[src/rtl/botoes_debouncer_eventos.sv]
// Debouncer bank for N push-buttons with registered press/release pulses and a
// single-entry press event register. Optional auto-repeat: BOTOES_AUTO_REPEAT_EN.
module botoes_debouncer_eventos #(
  parameter int N             = 13,
  parameter int DEBOUNCE_TIME = 1000,
  parameter int ACTIVE_LOW    = 0,
  parameter int REPEAT_DELAY  = 50000000,
  parameter int REPEAT_PERIOD = 10000000,
  localparam int IW           = (N > 1) ? $clog2(N) : 1
) (
  input  logic          clock,
  input  logic          reset,
  input  logic [N-1:0]  botoes,
  output logic [N-1:0]  botoes_debounced,
  output logic [N-1:0]  botoes_press,
  output logic [N-1:0]  botoes_release,
  output logic          algum_pressionado,
  output logic          evento_valid,
  output logic [IW-1:0] evento_idx,
  input  logic          evento_ack,
  output logic          evento_perdido
);

  localparam int CW = $clog2(DEBOUNCE_TIME + 1);
  localparam logic [CW-1:0] CNT_LAST = CW'(DEBOUNCE_TIME - 1);
  localparam logic [N-1:0] INV = (ACTIVE_LOW != 0) ? {N{1'b1}} : {N{1'b0}};

  logic [N-1:0]  sync1, sync2, stable, toggle, press_q, release_q;
  logic [CW-1:0] cnt [N];
  logic [N-1:0]  ev_p;
  logic [IW-1:0] low_idx;
  logic          ev_any, ev_multi, ev_free, ev_lost;

  // A channel flips once its synchronised level has disagreed with the stable
  // level for DEBOUNCE_TIME consecutive edges.
  always_comb begin
    toggle = '0;
    for (int i = 0; i < N; i++) begin
      toggle[i] = (sync2[i] != stable[i]) && (cnt[i] == CNT_LAST);
    end
  end

  always_ff @(posedge clock or negedge reset) begin
    if (!reset) begin
      sync1     <= '0;
      sync2     <= '0;
      stable    <= '0;
      press_q   <= '0;
      release_q <= '0;
      for (int i = 0; i < N; i++) cnt[i] <= '0;
    end else begin
      sync1     <= botoes ^ INV;
      sync2     <= sync1;
      stable    <= stable ^ toggle;
      press_q   <= toggle & ~stable;
      release_q <= toggle & stable;
      for (int i = 0; i < N; i++) begin
        if ((sync2[i] == stable[i]) || toggle[i]) cnt[i] <= '0;
        else                                      cnt[i] <= cnt[i] + CW'(1);
      end
    end
  end

  assign botoes_debounced  = stable;
  assign botoes_press      = press_q;
  assign botoes_release    = release_q;
  assign algum_pressionado = |stable;

`ifdef BOTOES_AUTO_REPEAT_EN
  localparam int RMAX = (REPEAT_DELAY > REPEAT_PERIOD) ? REPEAT_DELAY : REPEAT_PERIOD;
  localparam int RW   = $clog2(RMAX + 1);

  logic [IW-1:0] held_idx, low_press;
  logic [RW-1:0] rep_cnt;
  logic          rep_first, held_on, rep_fire;
  logic [N-1:0]  inject;

  always_comb begin
    low_press = '0;
    for (int i = N - 1; i >= 0; i--) begin
      if (press_q[i]) low_press = IW'(i);
    end
  end

  assign held_on  = stable[held_idx];
  // First repeat after REPEAT_DELAY cycles, later ones every REPEAT_PERIOD.
  assign rep_fire = held_on && !(|press_q) &&
                    (rep_cnt == (rep_first ? RW'(REPEAT_PERIOD - 1) : RW'(REPEAT_DELAY - 1)));
  assign inject   = rep_fire ? (N'(1) << held_idx) : '0;

  always_ff @(posedge clock or negedge reset) begin
    if (!reset) begin
      held_idx  <= '0;
      rep_cnt   <= '0;
      rep_first <= 1'b0;
    end else if (|press_q) begin
      held_idx  <= low_press;
      rep_cnt   <= '0;
      rep_first <= 1'b0;
    end else if (!held_on) begin
      rep_cnt   <= '0;
      rep_first <= 1'b0;
    end else if (rep_fire) begin
      rep_cnt   <= '0;
      rep_first <= 1'b1;
    end else begin
      rep_cnt   <= rep_cnt + RW'(1);
    end
  end

  assign ev_p = press_q | inject;
`else
  logic unused_repeat;
  assign unused_repeat = ^{REPEAT_DELAY, REPEAT_PERIOD};
  assign ev_p = press_q;
`endif

  always_comb begin
    low_idx = '0;
    for (int i = N - 1; i >= 0; i--) begin
      if (ev_p[i]) low_idx = IW'(i);
    end
  end

  // Handshake: an event is offered while evento_valid=1 and is consumed on any
  // edge where evento_ack=1; ack with evento_valid=0 has no effect. A press
  // arriving with the register occupied and unacked is dropped and flagged.
  assign ev_any   = |ev_p;
  assign ev_multi = |(ev_p & (ev_p - N'(1)));
  assign ev_free  = !evento_valid || evento_ack;
  assign ev_lost  = (ev_any && !ev_free) || ev_multi;

  always_ff @(posedge clock or negedge reset) begin
    if (!reset) begin
      evento_valid   <= 1'b0;
      evento_idx     <= '0;
      evento_perdido <= 1'b0;
    end else begin
      if (ev_any && ev_free) begin
        evento_idx   <= low_idx;
        evento_valid <= 1'b1;
      end else if (!ev_any && evento_ack) begin
        evento_valid <= 1'b0;
      end
      if (ev_lost)                        evento_perdido <= 1'b1;
      else if (evento_valid && evento_ack) evento_perdido <= 1'b0;
    end
  end

endmodule
[config.mk]
export PLATFORM = sky130hd
export DESIGN_NAME = botoes_debouncer_eventos
export DESIGN_NICKNAME = d
export VERILOG_FILES = /design/src/rtl/botoes_debouncer_eventos.sv
export SDC_FILE = /design/constraint.sdc
export NUM_CORES = 1
export LEC_CHECK = 0
export BUFFER_PORTS_ARGS = -buffer_cell sky130_fd_sc_hd__buf_2
export CORE_MARGIN = 1
export CORE_UTILIZATION = 25
export CTS_BUF_LIST = sky130_fd_sc_hd__clkbuf_4 sky130_fd_sc_hd__clkbuf_8 sky130_fd_sc_hd__clkbuf_16
export DETAILED_ROUTE_END_ITERATION = 10
export GPL_TIMING_DRIVEN = 0
export RECOVER_POWER = 50
export REMOVE_ABC_BUFFERS = 1
export SYNTH_ARGS = -nofsm -noshare
export SYNTH_HDL_FRONTEND = slang
export SYNTH_SLANG_ARGS = --single-unit
[constraint.sdc]
create_clock -name clock -period 5.6 [get_ports clock]
set_clock_uncertainty 0.05 [all_clocks]
set_input_delay 0.28 -clock clock [delete_from_list [all_inputs] [get_ports clock]]
set_output_delay 0.28 -clock clock [all_outputs]
set_load 0.03 [all_outputs]
==> results.sh <==
export IMPL_status="finished with violations"
export IMPL_violations="max-capacitance violations, max-slew violations"
export IMPL_grt_setup_unrepaired="no"
export IMPL_cts_clk_slew_worst_paths_ns=0.06
export IMPL_power_per_cell_area_mw_per_mm2=298
export IMPL_die_area_mm2=0.0349
export IMPL_hp_start="evento_ack"
export IMPL_synth_top_area_cell="dfrtp_1"
export IMPL_syn_inst=781
export IMPL_fin_ws_ns=2.23
export IMPL_synth_top_cell_area_share=0.589
export IMPL_netlist_top_cells_area="dfrtp_1, xnor2_1, nor2_1"
export IMPL_initial_core_util=0.254
export IMPL_io_buffers=61
export IMPL_avgRoutedWirePerCell_um=12.7
export IMPL_placedCellCount=1286
export IMPL_grtUsageTotal=0.0996
export IMPL_maxSlewHeadroom=-0.707
export IMPL_cp_max_fo=106
export IMPL_post_dp_cell_area_mm2=0.00943
export IMPL_gp_congestion=0.788
export IMPL_dieHeight_um=187
export IMPL_postSynth_asyncResetShare=1.00
export IMPL_p_leak_nw=4.40
export IMPL_fin_crit_ns=3.37
export IMPL_rows=67
export IMPL_drt_pass1_iter_count=5
export IMPL_crit_path_start="reset"
export IMPL_worstSkewPairLatency_ns=0.51
export IMPL_grt_max_degree=107
export IMPL_tightest_slew_ns=2.56
export IMPL_slew_viol_final=107
export IMPL_ir_drop_mv=0.199
export IMPL_timing_rr_start="botoes_press[7]$_DFF_PN0_"
export IMPL_grt_pass1_vias=5615
export IMPL_end_kind="asynchronous set/reset pin"
export IMPL_grt_pass1_wl_um=28700
export IMPL_via_count=5648
export IMPL_first_iter_violations=304
export IMPL_dp_hpwl_um=11500
export IMPL_cts_buffers=22
export IMPL_synth_distinct_cells=37
export IMPL_tns_ns=0
export IMPL_finalSetupViolCount=0
export IMPL_synth_flop_cell="dfrtp_1"
export IMPL_route_detailed_drc=0
export IMPL_layoutNonFillerInstCount=1337
export IMPL_ant_nets=0
export IMPL_htreeDepth=1
export IMPL_core_mm2=0.0336
export IMPL_hp_class="in2reg"
export IMPL_cts_root_buf="clkbuf_16"
export IMPL_finalNetCount=905
export IMPL_worstSetupPathType="in2async"
export IMPL_clkSinkCount=201
export IMPL_drive_gt1_frac=0.0967
export IMPL_worstPathArrival_ns=3.38
export IMPL_cap_violations=1
export IMPL_fillers=3484
export IMPL_synthTopCellsByCount="dfrtp_1, nor2_1, xnor2_1, nand2_1, nor3_1"
export IMPL_cp_required_ns=5.61
export IMPL_diodes=0
export IMPL_syn_avg_cell_area_um2=10.9
export IMPL_clock_fmax_ghz=0.297
export IMPL_synth_most_common_cell="dfrtp_1"
export IMPL_syn_cell_area_mm2=0.00855
export IMPL_clockBufferDepth=3
export IMPL_synth_edf_count=0
export IMPL_cts_tree="done"
export IMPL_yosys_warnings=0
export IMPL_dp_worst_setup_slack_ns=3.26
export IMPL_syn_to_final_growth_pct=19.9
export IMPL_vias_per_cell=4.22
export IMPL_critPathLaunchType="input port"
export IMPL_hold_viol=0
export IMPL_finalWirelength_um=16900
export IMPL_ys_seq_elements=201
export IMPL_post_route_period_util=0.602
export IMPL_design_area_mm2=0.0102
export IMPL_antenna_found_initial=0
export IMPL_io_pins=62
export IMPL_yosysSeqAreaShare=0.589
export IMPL_overflow=0
export IMPL_die_width_um=187
==> registers in the layout, summed over array words and instances, names as in the netlist, named ones only <==
| register | cells |
|---|---|
| evento_idx | 4 |
| evento_perdido | 1 |
| sync1 | 13 |
| botoes_release | 13 |
| cnt | 130 |
| sync2 | 13 |
| botoes_press | 13 |
| evento_valid | 1 |
==> power by group <==
| part | switching, mW | internal, mW |
|---|---|---|
| Clock | 0.570 | 0.873 |
| Combinational | 0.0652 | 0.0385 |
| Sequential | 0.0250 | 1.49 |
| Total | 0.660 | 2.40 |
==> cell families after synthesis <==
group / Yosys count / share of synthesized area
AOI/OAI and AO/OA: 20 / 0.0196
xor gates and xnor gates: 117 / 0.120
adders and majority gates: 13 / 0.0190
buffers and inverters: 21 / 0.00937
DFF: 201 / 0.589
muxes: 13 / 0.0171
and+or+nand+nor: 396 / 0.226
==> placed cells by master, fill, tap and decap left out, types with 8 or more instances in the layout <==
master,n
dfrtp_1,201
clkbuf_8,8
nor3b_1,27
and3_1,13
xnor2_1,75
mux2_2,11
clkbuf_1,28
nand2b_1,15
or4_1,13
xor2_1,42
buf_2,32
nand4_1,25
and2_0,9
nand3_1,26
inv_1,16
nand2_1,71
dlygate4sd3_1,14
ha_1,13
clkbuf_16,22
nor3_1,43
nor2_1,139
==> cell type report <==
| cell class | instances | area [um2] | share of cell area |
|---|---|---|---|
| sequential | 201 | 5030 | 0.491 |
| multi-input combinational | 559 | 3440 | 0.335 |
| clock buffer | 31 | 668 | 0.0652 |
| tap | 448 | 561 | 0.0547 |
| timing repair buffer | 76 | 425 | 0.0415 |
| clock inverter | 6 | 68.8 | 0.00671 |
| inverter | 16 | 60.1 | 0.00586 |
==> repair_timing <==
item                                    CTS  global route
buffers inserted                          0             0
endpoints found under the hold margin   108             0
hold buffers                             14             0
endpoints found under the setup margin    0             0
gates resized for setup                   0             0
==> per-layer routing <==
layer  GRT usage  up-vias  part of all wire
met5           0        -                 0
met2       0.149       89              0.42
met3      0.0229       27             0.053
li1            -     2826                 -
met4      0.0303        0             0.025
met1       0.142     2706              0.50
==> worst max-delay path: stages <==
cell and delay [ns]:
dlygate4sd3_1 0.56, buf_8 0.52, clkbuf_2 1.90
==> worst paths after layout <==
path	slack, ns	endpoint	cells after the start
worst max-delay path	2.23	cnt[91]$_DFF_PN0_	3
worst min-delay path	0.17	evento_perdido$_DFFE_PN0P_	5
worst max register to register	3.25	evento_perdido$_DFFE_PN0P_	4
worst min register to register	0.30	sync2[0]$_DFF_PN0_	0
max in group clock	3.09	algum_pressionado	3
min in group asynchronous	0.32	cnt[76]$_DFF_PN0_	2
==> metrics by stage <==
step | hold WS, ns | power (mW) | utilization
3_5_place_dp | 0.285 | 1.64 | 0.280
3_3_place_gp | 0.282 | 1.63 | 0.279
2_1_floorplan | -0.0656 | 1.58 | -
4_1_cts | 0.146 | 3.12 | 0.307
6_report | 0.168 | 3.06 | 0.305
5_1_grt | 0.173 | 3.18 | 0.305
(Power assumes the default switching activity.)
